===== src/rtl/store_packer_if.sv =====
// Store-request bus between EX/MEM and data memory: upstream request side,
// flush, and the downstream memory request side, plus status outputs.
interface store_packer_if #(
  parameter int CNT_W = 16
);
  logic             in_valid;
  logic             in_ready;
  logic [5:0]       op;
  logic [31:0]      addr;
  logic [31:0]      wdata;
  logic             flush;
  logic             out_valid;
  logic             out_ready;
  logic [31:0]      mem_addr;
  logic [31:0]      mem_wdata;
  logic [3:0]       mem_be;
  logic             misalign;
  logic [31:0]      misalign_addr;
  logic [CNT_W-1:0] store_count;

  modport slave (
    input  in_valid, op, addr, wdata, flush, out_ready,
    output in_ready, out_valid, mem_addr, mem_wdata, mem_be,
           misalign, misalign_addr, store_count
  );

  modport master (
    output in_valid, op, addr, wdata, flush, out_ready,
    input  in_ready, out_valid, mem_addr, mem_wdata, mem_be,
           misalign, misalign_addr, store_count
  );
endinterface


===== src/rtl/store_packer.sv =====
// Store packer: narrows a register value to byte/halfword/word store lanes,
// emits word-aligned address + byte enables through a 2-entry elastic buffer.
module store_packer #(
  parameter int CNT_W      = 16,
  parameter bit BIG_ENDIAN = 1'b0
) (
  input  logic          clk,
  input  logic          rst,
  store_packer_if.slave bus
);
  typedef enum logic [1:0] {EMPTY, ONE, TWO} state_t;

  typedef struct packed {
    logic [29:0] waddr;
    logic [31:0] data;
    logic [3:0]  be;
  } entry_t;

  state_t           r_state, w_next;
  entry_t           r_head, r_skid, w_enc;
  logic             r_in_ready;
  logic             r_misalign;
  logic [31:0]      r_misalign_addr;
  logic [CNT_W-1:0] r_count;

  logic [1:0] w_k, w_lane;
  logic       w_sb, w_sh, w_sw, w_store, w_bad_align;
  logic       w_accept, w_push, w_out_valid, w_hs;

  assign w_sb        = (bus.op == 6'h28);
  assign w_sh        = (bus.op == 6'h29);
  assign w_sw        = (bus.op == 6'h2b);
  assign w_store     = w_sb | w_sh | w_sw;
  assign w_k         = bus.addr[1:0];
  assign w_bad_align = (w_sh & w_k[0]) | (w_sw & (w_k != 2'b00));
  assign w_accept    = bus.in_valid & r_in_ready & ~bus.flush;
  assign w_push      = w_accept & w_store & ~w_bad_align;
  assign w_out_valid = (r_state != EMPTY);
  assign w_hs        = w_out_valid & bus.out_ready;

  // Lane placement of the incoming store.
  always_comb begin
    w_lane      = BIG_ENDIAN ? (2'd3 - w_k) : w_k;
    w_enc.waddr = bus.addr[31:2];
    w_enc.data  = bus.wdata;
    w_enc.be    = 4'b1111;
    if (w_sb) begin
      w_enc.data = {4{bus.wdata[7:0]}};
      w_enc.be   = 4'b0001 << w_lane;
    end else if (w_sh) begin
      w_enc.data = {2{bus.wdata[15:0]}};
      w_enc.be   = w_lane[1] ? 4'b1100 : 4'b0011;
    end
  end

  // Buffer occupancy next-state; flush overrides everything.
  always_comb begin
    w_next = r_state;
    case (r_state)
      EMPTY:   if (w_push) w_next = ONE;
      ONE: begin
        if (w_push && !w_hs)      w_next = TWO;
        else if (!w_push && w_hs) w_next = EMPTY;
      end
      TWO:     if (w_hs) w_next = ONE;
      default: w_next = EMPTY;
    endcase
    if (bus.flush) w_next = EMPTY;
  end

  // State and registered in_ready derived from next state (no out_ready comb path).
  always_ff @(posedge clk or posedge rst) begin
    if (rst) begin
      r_state    <= EMPTY;
      r_in_ready <= 1'b1;
    end else begin
      r_state    <= w_next;
      r_in_ready <= (w_next != TWO);
    end
  end

  // HEAD/SKID entry storage; flushed entries are left in place but masked by out_valid.
  always_ff @(posedge clk or posedge rst) begin
    if (rst) begin
      r_head <= '0;
      r_skid <= '0;
    end else begin
      case (r_state)
        EMPTY: if (w_push) r_head <= w_enc;
        ONE: begin
          if (w_push && w_hs) r_head <= w_enc;
          else if (w_push)    r_skid <= w_enc;
        end
        TWO:     if (w_hs) r_head <= r_skid;
        default: ;
      endcase
    end
  end

  // Misaligned-store pulse and held address of the last rejected store.
  always_ff @(posedge clk or posedge rst) begin
    if (rst) begin
      r_misalign      <= 1'b0;
      r_misalign_addr <= '0;
    end else begin
      r_misalign <= w_accept & w_store & w_bad_align;
      if (w_accept && w_store && w_bad_align) r_misalign_addr <= bus.addr;
    end
  end

  // Completed-handshake counter, wraps naturally.
  always_ff @(posedge clk or posedge rst) begin
    if (rst)       r_count <= '0;
    else if (w_hs) r_count <= r_count + 1'b1;
  end

  assign bus.in_ready      = r_in_ready;
  assign bus.out_valid     = w_out_valid;
  assign bus.mem_addr      = {r_head.waddr, 2'b00};
  assign bus.mem_wdata     = r_head.data;
  assign bus.mem_be        = w_out_valid ? r_head.be : 4'b0000;
  assign bus.misalign      = r_misalign;
  assign bus.misalign_addr = r_misalign_addr;
  assign bus.store_count   = r_count;
endmodule


===== src/flat_wrapper.sv =====
// flat-port wrapper written by rule: the top's interface ports become plain ports
module store_packer_flat 
#(
  parameter int CNT_W      = 16,
  parameter bit BIG_ENDIAN = 1'b0
)
  (clk, rst, bus_in_valid, bus_op, bus_addr, bus_wdata, bus_flush, bus_out_ready, bus_in_ready, bus_out_valid, bus_mem_addr, bus_mem_wdata, bus_mem_be, bus_misalign, bus_misalign_addr, bus_store_count);
  store_packer_if #(.CNT_W(CNT_W)) bus_i ();
  input  logic clk;
  input  logic rst;
  input wire logic [$bits(bus_i.in_valid)-1:0] bus_in_valid;
  input wire logic [$bits(bus_i.op)-1:0] bus_op;
  input wire logic [$bits(bus_i.addr)-1:0] bus_addr;
  input wire logic [$bits(bus_i.wdata)-1:0] bus_wdata;
  input wire logic [$bits(bus_i.flush)-1:0] bus_flush;
  input wire logic [$bits(bus_i.out_ready)-1:0] bus_out_ready;
  output wire logic [$bits(bus_i.in_ready)-1:0] bus_in_ready;
  output wire logic [$bits(bus_i.out_valid)-1:0] bus_out_valid;
  output wire logic [$bits(bus_i.mem_addr)-1:0] bus_mem_addr;
  output wire logic [$bits(bus_i.mem_wdata)-1:0] bus_mem_wdata;
  output wire logic [$bits(bus_i.mem_be)-1:0] bus_mem_be;
  output wire logic [$bits(bus_i.misalign)-1:0] bus_misalign;
  output wire logic [$bits(bus_i.misalign_addr)-1:0] bus_misalign_addr;
  output wire logic [$bits(bus_i.store_count)-1:0] bus_store_count;
  assign bus_i.in_valid = bus_in_valid;
  assign bus_i.op = bus_op;
  assign bus_i.addr = bus_addr;
  assign bus_i.wdata = bus_wdata;
  assign bus_i.flush = bus_flush;
  assign bus_i.out_ready = bus_out_ready;
  assign bus_in_ready = bus_i.in_ready;
  assign bus_out_valid = bus_i.out_valid;
  assign bus_mem_addr = bus_i.mem_addr;
  assign bus_mem_wdata = bus_i.mem_wdata;
  assign bus_mem_be = bus_i.mem_be;
  assign bus_misalign = bus_i.misalign;
  assign bus_misalign_addr = bus_i.misalign_addr;
  assign bus_store_count = bus_i.store_count;
  store_packer #(.CNT_W(CNT_W), .BIG_ENDIAN(BIG_ENDIAN)) u_core (.clk(clk), .rst(rst), .bus(bus_i));
endmodule

===== config.mk =====
export PLATFORM = sky130hd
export DESIGN_NAME = store_packer_flat
export DESIGN_NICKNAME = d
export VERILOG_FILES = /design/src/rtl/store_packer_if.sv /design/src/rtl/store_packer.sv /design/src/flat_wrapper.sv
export SDC_FILE = /design/constraint.sdc
export NUM_CORES = 1
export LEC_CHECK = 0
export CAP_MARGIN = 20
export CORE_MARGIN = 2
export CORE_UTILIZATION = 35
export CTS_CLUSTER_SIZE = 16
export DETAILED_ROUTE_END_ITERATION = 6
export PLACE_DENSITY_LB_ADDON = 0.05
export SLEW_MARGIN = 20
export SYNTH_ARGS = -nofsm -noshare
export SYNTH_HDL_FRONTEND = slang
export SYNTH_SLANG_ARGS = --single-unit
export TNS_END_PERCENT = 50

===== constraint.sdc =====
create_clock -name clk -period 11.55 [get_ports clk]
set_input_delay 1.7325 -clock clk [delete_from_list [all_inputs] [get_ports clk]]
set_output_delay 1.7325 -clock clk [all_outputs]
set_load 0.02 [all_outputs]

==> results.md <==
- Site Rows: 58
- Max-slew headroom: 0.322
- Tmin final: 5360 ps
- Gr usage total: 0.167
- Root buffer cell: clkbuf_16
- Die area: 0.0267 sq mm
- Yosys reg bits: 184
- CORE AREA: 0.0251 sq mm
- Multi-input combinational cell area: 0.00362 sq mm
- Via count: 6055
- Tightest Pin Transition: 991 ps
- Synth top cells by count: dfrtp_1, nand2_1, mux2_2, buf_4, nor2_1
- Min Hold Slack: 471 ps
- Leading area contributor after synthesis: dfrtp_1
- CTS buffer count: 17
- Area grow syn2layout: 26.4%
- Final WL: 21.6 mm
- Vias per cell: 4.86
- CTS tree: yes
- Critical Path End Type: flip-flop
- Worst Hold Class: flip-flop to flip-flop
- Asr flop ratio synth: 1.00
- Ys Warns: 0
- Final hold violations: 0
- Skew-Pair Late Insertion Delay: 420 ps
- TNS Setup: 0 ps
- Final setup viols: 0
- CTS-repair resized insts: 0
- Max Cap Violations: 0
- Netlist Area Pre-Place: 0.00891 sq mm
- Crit share post-route: 0.464
- CP Max Fanout: 35
- Count leader, synth: dfrtp_1
- GP Congestion: 0.742
- Register area: 0.00461 sq mm
- Detail Placement HPWL: 14.3 mm
- DR pass1 iterations: 5
- Unrepaired setup endpoints after global routing: no
- Initial core utilization: 0.355
- Setup Buffers After CTS: 0
- Fillers: 2402
- DR DRC count: 0
- Routed len/inst: 17.3 um
- H-Tree Depth: 4
- Average size of a mapped cell: 11.2 sq um
- Number of synthesized flops with an enable pin: 0
- Port bufs: 191
- Largest net degree at the start of global routing: 122
- Distinct cells, synth: 41
- Worst Path Required: 11850 ps
- Status: finished clean
- # IOs: 194
- Nets@finish: 980
- Critical Path Start Type: primary input
- Overflow after GRT: 0
- Synth Flop Type: dfrtp_1
- Leakage: 5.33 nW
- Setup CP Type: primary input to flip-flop
- CP Data Arrival Time: 5660 ps
- First-pass GRT wire length: 35.1 mm
- Diode count: 0
- Fmax: 187 MHz
- Skew final: 12.8 ps
- Layout cells sized above 1: 0.228
- Drt initial violations: 278
- Cells after Synth: 793
- Register area share after synthesis: 0.517
- Worst vdd ir: 0.0000733 V
- Vias in the first global route: 6400
- Die width: 164 um
- P per Cell Area: 141 mW/mm^2
- Count of pins over their slew limit: 0
- Antenna-violating nets left: 0
- Initial antenna violation count: 0
- Top post-synthesis cells by area: dfrtp_1, mux2_2, nand2_1
- Area fraction of the dominant cell type after synthesis: 0.514
- Die Span Y: 164 um
- Hold-fix buffers, CTS: 0
- Reg clk slew, reported paths: 70 ps
- Worst-case clock buffer depth: 2
- TritonCTS Sinks: 184
==> through the flow <==
stage	utilization	cell area [sq um]	power, mW	worst slack [ps]	std cells
after floorplan	-	8910	0.885	4820	794
after global placement	0.424	10600	0.980	5820	1214
after detailed placement	0.424	10600	0.983	5730	1215
after CTS	0.448	11300	1.62	6160	1245
after global routing	0.448	11300	1.66	5880	1245
final	0.448	11300	1.59	6190	1245
==> state kept, by name, summed over array words and instances (netlist names) <==
| name | cells |
|---|---|
| u_core.bus.misalign | 1 |
| u_core.bus.store_count | 16 |
| u_core.bus.misalign_addr | 32 |
| u_core.r_skid | 66 |
| u_core.bus.in_ready | 1 |
| u_core.bus.mem_addr | 30 |
| u_core.r_state | 2 |
| u_core.bus.mem_wdata | 32 |
| u_core.r_head | 4 |
==> cells by family (layout without fill, tap and decap cells) <==
logic type / count (synthesis) / after routing / synth area share
AOI/OAI and AO/OA: 72 / 72 / 0.0534
other: 1 / 2 / 0.000421
and+or+nand+nor: 242 / 242 / 0.117
buffers and inverters: 113 / 234 / 0.0803
xor gates and xnor gates: 16 / 16 / 0.0157
adders and majority gates: 1 / 1 / 0.00140
muxes: 164 / 164 / 0.215
DFF: 184 / 184 / 0.517
==> per-layer routing <==
layer / global-route usage / vias to the layer above / wire length, um
met2: 0.275 / 147 / 10300
met3: 0.0416 / 16 / 1210
li1: - / 2854 / -
met5: 0 / - / 0
met1: 0.221 / 3038 / 9850
met4: 0.0423 / 0 / 234
==> worst max-delay path: stages <==
cell and delay (ps):
clkdlybuf4s50_1 930, clkinv_1 890, o2111ai_4 500, or3b_4 560, buf_4 610, mux2_2 410
==> area by class of cell <==
type / instances / share of cell area
well taps: 330 / 0.0367
multi-input cells: 497 / 0.322
clock buffers: 18 / 0.0381
inverters: 4 / 0.00200
clock inverters: 12 / 0.0170
repair buffers: 200 / 0.175
flip-flops and latches: 184 / 0.409
==> cell usage in the layout (no fill, tap or decap), types with 9 or more instances in the layout <==
cell type / netlist / layout
clkdlybuf4s50_1: 0 / 191
dfrtp_1: 183 / 183
nand2_1: 153 / 153
mux2_2: 146 / 146
nor2_1: 33 / 33
nand3_1: 19 / 19
o21ai_0: 19 / 19
a31oi_1: 19 / 19
mux2_4: 18 / 18
clkbuf_16: 0 / 17
nor2b_1: 16 / 15
a21oi_1: 10 / 10
xnor2_1: 9 / 9
==> final timing paths <==
check,depth (start not counted),endpoint,start,slack [ps]
max in group asynchronous,3,u_core.r_skid[6]$_DFFE_PP0P_,rst,8310
worst max register to register,5,u_core.r_skid[37]$_DFFE_PP0P_,u_core.bus.in_ready$_DFF_PP1_,8980
worst max-delay path,6,u_core.r_skid[35]$_DFFE_PP0P_,bus_op[1],6190
worst min-delay path,1,u_core.bus.store_count[15]$_DFFE_PP0P_,u_core.bus.store_count[15]$_DFFE_PP0P_,470
worst min register to register,1,u_core.bus.store_count[15]$_DFFE_PP0P_,u_core.bus.store_count[15]$_DFFE_PP0P_,470
min in group asynchronous,2,u_core.bus.misalign_addr[18]$_DFFE_PP0P_,rst,1850
==> power breakdown <==
group	total, mW	switching, mW	internal [mW]
registers	0.711	0.0231	0.688
clock network	0.623	0.258	0.366
logic	0.255	0.123	0.132
(Power assumes the default switching activity.)
